===== src/rtl/alu_seq_pkg.sv =====
// Shared op codes, FSM state encoding and flag bit positions for alu_seq.
// Op 1100 (multiply) is only built when ALU_SEQ_MUL_EN is defined.
package alu_seq_pkg;

    localparam int unsigned OPW    = 4;
    localparam int unsigned NFLAGS = 4;

    localparam logic [OPW-1:0] OP_PASS = 4'b0000;
    localparam logic [OPW-1:0] OP_NOT  = 4'b0001;
    localparam logic [OPW-1:0] OP_ADD  = 4'b0010;
    localparam logic [OPW-1:0] OP_SUB  = 4'b0011;
    localparam logic [OPW-1:0] OP_AND  = 4'b0100;
    localparam logic [OPW-1:0] OP_OR   = 4'b0101;
    localparam logic [OPW-1:0] OP_NEGA = 4'b0110;
    localparam logic [OPW-1:0] OP_NEGB = 4'b0111;
    localparam logic [OPW-1:0] OP_SHL  = 4'b1000;
    localparam logic [OPW-1:0] OP_SHR  = 4'b1001;
    localparam logic [OPW-1:0] OP_SAR  = 4'b1010;
    localparam logic [OPW-1:0] OP_ROL  = 4'b1011;
    localparam logic [OPW-1:0] OP_MUL  = 4'b1100;

    localparam int unsigned FLG_ZERO  = 0;
    localparam int unsigned FLG_CARRY = 1;
    localparam int unsigned FLG_NEG   = 2;
    localparam int unsigned FLG_OVF   = 3;

    typedef enum logic {
        ST_IDLE = 1'b0,
        ST_EXEC = 1'b1
    } state_t;

    // Ops 1000-1011 share the iterative shifter; the low two bits pick the kind.
    function automatic logic is_shift(input logic [OPW-1:0] op);
        return (op[OPW-1:OPW-2] == 2'b10);
    endfunction

endpackage


===== src/rtl/alu_core.sv =====
// Combinational single-cycle ALU: legacy ops 0000-0111 with flags.
// Any other op code yields y=0 with only the zero flag set.
module alu_core
    import alu_seq_pkg::*;
#(
    parameter int unsigned WIDTH = 8
) (
    input  logic [WIDTH-1:0]  i_a,
    input  logic [WIDTH-1:0]  i_b,
    input  logic [OPW-1:0]    i_op,
    output logic [WIDTH-1:0]  o_y_c,
    output logic [NFLAGS-1:0] o_flags_c
);

    localparam logic [WIDTH-1:0] MIN_SIGNED = {1'b1, {(WIDTH-1){1'b0}}};

    logic [WIDTH:0]   w_sum;
    logic [WIDTH-1:0] w_diff;
    logic [WIDTH-1:0] w_nega;
    logic [WIDTH-1:0] w_negb;
    logic             w_carry;
    logic             w_ovf;

    assign w_sum  = {1'b0, i_a} + {1'b0, i_b};
    assign w_diff = i_a - i_b;
    assign w_nega = WIDTH'(0) - i_a;
    assign w_negb = WIDTH'(0) - i_b;

    always_comb begin
        o_y_c   = '0;
        w_carry = 1'b0;
        w_ovf   = 1'b0;
        case (i_op)
            OP_PASS: o_y_c = i_a;
            OP_NOT:  o_y_c = ~i_a;
            OP_ADD: begin
                o_y_c   = w_sum[WIDTH-1:0];
                w_carry = w_sum[WIDTH];
                w_ovf   = (i_a[WIDTH-1] == i_b[WIDTH-1]) && (w_sum[WIDTH-1] != i_a[WIDTH-1]);
            end
            OP_SUB: begin
                o_y_c   = w_diff;
                w_carry = (i_a < i_b);
                w_ovf   = (i_a[WIDTH-1] != i_b[WIDTH-1]) && (w_diff[WIDTH-1] != i_a[WIDTH-1]);
            end
            OP_AND:  o_y_c = i_a & i_b;
            OP_OR:   o_y_c = i_a | i_b;
            OP_NEGA: begin
                o_y_c   = w_nega;
                w_carry = |i_a;
                w_ovf   = (i_a == MIN_SIGNED);
            end
            OP_NEGB: begin
                o_y_c   = w_negb;
                w_carry = |i_b;
                w_ovf   = (i_b == MIN_SIGNED);
            end
            default: o_y_c = '0;
        endcase
    end

    always_comb begin
        o_flags_c            = '0;
        o_flags_c[FLG_ZERO]  = ~|o_y_c;
        o_flags_c[FLG_CARRY] = w_carry;
        o_flags_c[FLG_NEG]   = o_y_c[WIDTH-1];
        o_flags_c[FLG_OVF]   = w_ovf;
    end

endmodule


===== src/rtl/alu_seq.sv =====
// Registered ALU with start/busy/done handshake, iterative shift/rotate and,
// when ALU_SEQ_MUL_EN is defined, an iterative shift-add multiplier on op 1100.
module alu_seq
    import alu_seq_pkg::*;
#(
    parameter int unsigned WIDTH = 8,
    parameter int unsigned SHW   = $clog2(WIDTH)
) (
    input  logic             clk,
    input  logic             reset_n,
    input  logic             start,
    input  logic [WIDTH-1:0] a,
    input  logic [WIDTH-1:0] b,
    input  logic [OPW-1:0]   op_alu,
    output logic [WIDTH-1:0] y,
    output logic             zero,
    output logic             carry,
    output logic             negative,
    output logic             overflow,
    output logic             busy,
    output logic             done
);

    localparam int unsigned CNTW = $clog2(WIDTH + 1);

    state_t              r_state;
    logic [WIDTH-1:0]    r_y;
    logic [NFLAGS-1:0]   r_flags;
    logic                r_busy;
    logic                r_done;
    logic [WIDTH-1:0]    r_sh;
    logic [CNTW-1:0]     r_cnt;
    logic [1:0]          r_sop;

    logic [SHW-1:0]      w_k;
    logic                w_is_shift;
    logic                w_multi;
    logic                w_start_mul;
    logic [OPW-1:0]      w_core_op;
    logic [WIDTH-1:0]    w_core_y;
    logic [NFLAGS-1:0]   w_core_flags;
    logic [WIDTH-1:0]    w_sh_next;
    logic                w_sh_out;
    logic [WIDTH-1:0]    w_exec_y;
    logic                w_exec_carry;
    logic                w_exec_ovf;
    logic [NFLAGS-1:0]   w_exec_flags;

    assign w_k        = b[SHW-1:0];
    assign w_is_shift = is_shift(op_alu);
    // A zero-count shift completes immediately as a pass of a.
    assign w_core_op  = w_is_shift ? OP_PASS : op_alu;

`ifdef ALU_SEQ_MUL_EN
    logic                r_mul;
    logic [WIDTH-1:0]    r_mcand;
    logic [2*WIDTH-1:0]  r_acc;
    logic [WIDTH:0]      w_msum;
    logic [2*WIDTH-1:0]  w_acc_next;

    assign w_start_mul = (op_alu == OP_MUL);
    // Accumulator holds {partial product, remaining multiplier}; one bit retires per step.
    assign w_msum      = {1'b0, r_acc[2*WIDTH-1:WIDTH]} + (r_acc[0] ? {1'b0, r_mcand} : '0);
    assign w_acc_next  = {w_msum, r_acc[WIDTH-1:1]};
`else
    assign w_start_mul = 1'b0;
`endif

    assign w_multi = (w_is_shift && (w_k != '0)) || w_start_mul;

    alu_core #(.WIDTH(WIDTH)) u_core (
        .i_a       (a),
        .i_b       (b),
        .i_op      (w_core_op),
        .o_y_c     (w_core_y),
        .o_flags_c (w_core_flags)
    );

    // One-bit shift/rotate step of the working operand.
    always_comb begin
        w_sh_next = r_sh;
        w_sh_out  = 1'b0;
        case (r_sop)
            OP_SHL[1:0]: begin
                w_sh_next = {r_sh[WIDTH-2:0], 1'b0};
                w_sh_out  = r_sh[WIDTH-1];
            end
            OP_SHR[1:0]: begin
                w_sh_next = {1'b0, r_sh[WIDTH-1:1]};
                w_sh_out  = r_sh[0];
            end
            OP_SAR[1:0]: begin
                w_sh_next = {r_sh[WIDTH-1], r_sh[WIDTH-1:1]};
                w_sh_out  = r_sh[0];
            end
            default: begin
                w_sh_next = {r_sh[WIDTH-2:0], r_sh[WIDTH-1]};
                w_sh_out  = r_sh[WIDTH-1];
            end
        endcase
    end

    always_comb begin
        w_exec_y     = w_sh_next;
        w_exec_carry = w_sh_out;
        w_exec_ovf   = 1'b0;
`ifdef ALU_SEQ_MUL_EN
        if (r_mul) begin
            w_exec_y     = w_acc_next[WIDTH-1:0];
            w_exec_carry = |w_acc_next[2*WIDTH-1:WIDTH];
            w_exec_ovf   = |w_acc_next[2*WIDTH-1:WIDTH];
        end
`endif
        w_exec_flags            = '0;
        w_exec_flags[FLG_ZERO]  = ~|w_exec_y;
        w_exec_flags[FLG_CARRY] = w_exec_carry;
        w_exec_flags[FLG_NEG]   = w_exec_y[WIDTH-1];
        w_exec_flags[FLG_OVF]   = w_exec_ovf;
    end

    always_ff @(posedge clk or negedge reset_n) begin
        if (!reset_n) begin
            r_state <= ST_IDLE;
            r_y     <= '0;
            r_flags <= '0;
            r_busy  <= 1'b0;
            r_done  <= 1'b0;
            r_sh    <= '0;
            r_cnt   <= '0;
            r_sop   <= '0;
`ifdef ALU_SEQ_MUL_EN
            r_mul   <= 1'b0;
            r_mcand <= '0;
            r_acc   <= '0;
`endif
        end else begin
            r_done <= 1'b0;
            case (r_state)
                ST_IDLE: begin
                    if (start) begin
                        if (w_multi) begin
                            r_state <= ST_EXEC;
                            r_busy  <= 1'b1;
                            r_sh    <= a;
                            r_sop   <= op_alu[1:0];
                            r_cnt   <= w_start_mul ? CNTW'(WIDTH) : CNTW'(w_k);
`ifdef ALU_SEQ_MUL_EN
                            r_mul   <= w_start_mul;
                            r_mcand <= a;
                            r_acc   <= {WIDTH'(0), b};
`endif
                        end else begin
                            r_y     <= w_core_y;
                            r_flags <= w_core_flags;
                            r_done  <= 1'b1;
                        end
                    end
                end
                ST_EXEC: begin
                    r_sh  <= w_sh_next;
                    r_cnt <= r_cnt - CNTW'(1);
`ifdef ALU_SEQ_MUL_EN
                    r_acc <= w_acc_next;
`endif
                    if (r_cnt == CNTW'(1)) begin
                        r_state <= ST_IDLE;
                        r_busy  <= 1'b0;
                        r_done  <= 1'b1;
                        r_y     <= w_exec_y;
                        r_flags <= w_exec_flags;
                    end
                end
                default: r_state <= ST_IDLE;
            endcase
        end
    end

    assign y        = r_y;
    assign zero     = r_flags[FLG_ZERO];
    assign carry    = r_flags[FLG_CARRY];
    assign negative = r_flags[FLG_NEG];
    assign overflow = r_flags[FLG_OVF];
    assign busy     = r_busy;
    assign done     = r_done;

endmodule


===== config.mk =====
export PLATFORM = sky130hd
export DESIGN_NAME = alu_seq
export DESIGN_NICKNAME = d
export VERILOG_FILES = /design/src/rtl/alu_seq_pkg.sv /design/src/rtl/alu_core.sv /design/src/rtl/alu_seq.sv
export SDC_FILE = /design/constraint.sdc
export NUM_CORES = 1
export LEC_CHECK = 0
export ABC_AREA = 1
export BUFFER_PORTS_ARGS = -buffer_cell sky130_fd_sc_hd__buf_4
export CAP_MARGIN = 10
export CORE_ASPECT_RATIO = 1.25
export CORE_MARGIN = 4
export CORE_UTILIZATION = 50
export CTS_CLUSTER_DIAMETER = 100
export CTS_CLUSTER_SIZE = 16
export DETAILED_ROUTE_END_ITERATION = 12
export PLACE_DENSITY = 0.7
export SLEW_MARGIN = 20
export SYNTH_ARGS = -nofsm -noshare
export SYNTH_HDL_FRONTEND = slang
export SYNTH_HIERARCHICAL = 1
export SYNTH_SLANG_ARGS = --single-unit

===== constraint.sdc =====
create_clock -name clk -period 1.7 [get_ports clk]
set_input_delay 0 -clock clk [delete_from_list [all_inputs] [get_ports clk]]
set_output_delay 0 -clock clk [all_outputs]
set_load 0.01 [all_outputs]

==> impl_results.md <==
* Leakage at 2.479 nW
* # IOs at 37
* Final Hold Fails at 0
* Beginning of the worst hold path: op_alu[1]
* Ys async rst share at 1.000
* Worst R2R End: r_flags[0]$_DFFE_PN0P_
* Tot Pwr at 4.430 mW
* Fmax at 571.8 MHz
* Worst-skew pair later-pin latency at 280 ps
* Slew headroom at 0.7391
* Pwr Density at 950.2 nW/µm²
* Drt first pass iters at 5
* Via count at 3832
* Core ar. at 6565 µm²
* Min Hold Slack at 44.58 ps
* Area delta synth->final at 38.36%
* Critical Path Fanout Max at 5
* Wire length per cell at 13.97 µm
* Mean cell area of the mapped netlist at 6.382 µm²
* Ys flop type: dfrtp_1
* Setup tns final at -48.75 ps
* CTS sink count at 29
* Most common cell in the netlist: nand2_1
* Synthesized cell area at 3369 µm²
* CP Data Required Time at 1910 ps
* Routability cong. at 0.9436
* Worst Max-Slew Pin Slew at 391.3 ps
* First-iteration detailed-routing DRC count at 136
* Number of synthesized flops with an enable pin at 0
* Yosys top cell by area: dfrtp_1
* Design area at 4662 µm²
* Post-synthesis cell type count at 38
* Nets@finish at 712
* Pin count of the biggest net entering global routing at 30
* Worst Hold Endpoint: r_sop[1]$_DFFE_PN0P_
* Vias in the first global route at 3775
* Num rows at 33
* Clock buffer depth at 2
* Failing checks: negative setup slack
* Setup WS post-layout at -48.75 ps
* Number of diodes at 0
* Type of origin of the critical path: input pin
* CTS Buf Count at 5
* Synth top area cells: dfrtp_1, nand2_1, ha_1
* #FFs+latches synth at 29
* Critical path arrival at 1960 ps
* TritonCTS clock tree: built
* Final Setup Violations at 1
* Total track usage at 0.2775
* Share of layout cells above drive strength 1 at 0.3115
* Post-synthesis sequential area ratio at 0.2154
* Status: complete, but fails checks
* Routed WL at 10360 µm
* Unrepaired setup endpoints after global routing: yes
* Crit path launch: op_alu[3]
* CP Capture Type: flop
* GR Overflow Total at 0
* Flop2flop setup slack at 120 ps
* Worst hold stages at 4
* H-tree Lvls at 2
* Most frequent cells after synthesis: nand2_1, nor2_1, inv_1
* Tcrit/Tclk final at 1.029
* Layout Skew at 3.548 ps
* First-pass GRT wire length at 17560 µm
* DP HPWL at 8397 µm
* Max Transition Viols Final at 0
* Initial antenna violation count at 0
* Die Wd at 81.43 µm
* Worst vdd ir at 564.1 µV
* Port-buffer cells at 36
* Placed Area at 4342 µm²
* Reg2Reg Depth at 9
* Routed Antenna Nets at 0
* Initial Util at 0.5132
* Drt drc at 0
* Syn nets at 585
* Pre-CTS setup slack at -450.0 ps
* Post-Syn Instances at 528
* Clock Tree Root: clkbuf_8
* Die Y at 99.78 µm
* Hold Path Class: input pin to flop
* Die area at 8125 µm²
* # Max-Cap Violations at 0
* Clock Pin Slew Worst Setup and Hold Paths at 60 ps
* YS warnings at 6
* Vias per cell at 5.164
* Final worst path period need at 1749 ps
* Yosys top cell area share at 0.2154
* R2R Path Start: r_sop[0]$_DFFE_PN0P_
* Setup Crit Path Kind: input pin to flop
==> routing by layer <==
metal / track usage / up-vias / share of wire
li1: - / 1939 / -
met1: 0.3264 / 1761 / 0.40
met2: 0.5000 / 106 / 0.54
met3: 0.02783 / 26 / 0.038
met4: 0.1183 / 0 / 0.026
met5: 0 / - / 0
==> worst max-delay path: stages <==
cell	delay, ps
buf_8	110
clkinv_8	30
nor2_4	40
nor2_4	130
nand2_4	80
inv_4	80
nand2_8	70
o21ai_4	160
inv_2	60
ha_4	210
nand2_2	70
nand2_1	50
nor2_1	100
nand2_1	110
nor2_1	120
nand2_1	70
nor2_1	90
nand3_1	80
nor2_1	100
a22oi_1	80
a21oi_1	120
==> flip-flops by register name, summed over array words and instances (netlist names) <==
register / count
busy: 1
r_flags: 4
r_sop: 2
r_state: 1
r_cnt: 4
done: 1
r_sh: 8
y: 8
==> logic make-up (layout without fill, tap and decap cells) <==
kind of cell | count (synthesis) | in the layout | synth area share
and+or+nand+nor | 292 | 292 | 0.3936
AOI/OAI and AO/OA | 75 | 75 | 0.1274
DFF | 29 | 29 | 0.2154
buffers and inverters | 94 | 221 | 0.1225
xor gates and xnor gates | 4 | 4 | 0.01040
adders and majority gates | 34 | 34 | 0.1307
==> final cells by class <==
cell class,instances,area [µm²]
fill,556,1903
sequential,29,725.7
multi-input combinational,405,2394
inverter,80,320.3
tap,87,108.9
timing repair buffer,134,1027
clock buffer,7,86.33
==> placed cells by master, fill, tap and decap left out, types with 2 or more instances in the layout <==
| cell | netlist | routed |
|---|---|---|
| inv_1 | 77 | 70 |
| nor2_4 | 5 | 8 |
| a31oi_1 | 13 | 13 |
| fa_2 | 0 | 2 |
| a21oi_2 | 1 | 2 |
| o211ai_1 | 5 | 5 |
| buf_4 | 3 | 130 |
| o21ai_0 | 30 | 29 |
| clkbuf_8 | 0 | 6 |
| nand2_4 | 4 | 4 |
| inv_2 | 2 | 6 |
| ha_4 | 0 | 4 |
| inv_4 | 1 | 3 |
| nand2_2 | 10 | 16 |
| nand4_1 | 4 | 4 |
| o22ai_1 | 2 | 2 |
| a21oi_1 | 18 | 17 |
| nand2_1 | 128 | 121 |
| nor2_2 | 3 | 8 |
| xor2_1 | 4 | 3 |
| nand3_2 | 1 | 4 |
| nand3b_1 | 3 | 3 |
| nor2_1 | 78 | 70 |
| nor4_1 | 4 | 4 |
| nand3_1 | 45 | 42 |
| dfrtp_1 | 29 | 29 |
| buf_8 | 0 | 2 |
| ha_1 | 32 | 28 |
| nor3_1 | 3 | 2 |
| nand3_4 | 2 | 2 |
==> through the flow <==
step,util,instances
CTS,0.6956,741
global route,0.7101,742
floorplan,-,528
detailed placement,0.6613,725
global placement,0.6613,725
finish,0.7101,742
==> worst max-delay path by stage <==
stage / to / slack (ps) / cells past startpoint
after floorplan: r_flags[0]$_DFFE_PN0P_ / -220 / 22
after global placement: r_flags[0]$_DFFE_PN0P_ / -400 / 17
after detailed placement: r_flags[0]$_DFFE_PN0P_ / -450 / 17
after CTS: r_flags[0]$_DFFE_PN0P_ / -20 / 17
after global routing: r_flags[0]$_DFFE_PN0P_ / -160 / 21
final: r_flags[0]$_DFFE_PN0P_ / -50 / 21
==> repair_timing <==
item                                    in CTS  in global routing
gates cloned                                 0                  0
buffers inserted                             8                  1
hold buffers                                 1                  0
pin swaps                                   23                 25
resized for setup                           20                 25
endpoints found under the hold margin       29                  0
endpoints found under the setup margin       1                 14
==> report_power, final <==
group	switching, mW	internal (mW)	total, mW
Sequential	0.238	1.02	1.25
Combinational	1.48	1.13	2.61
Clock	0.249	0.320	0.569
Total	1.97	2.46	4.43
(Power assumes the default switching activity.)
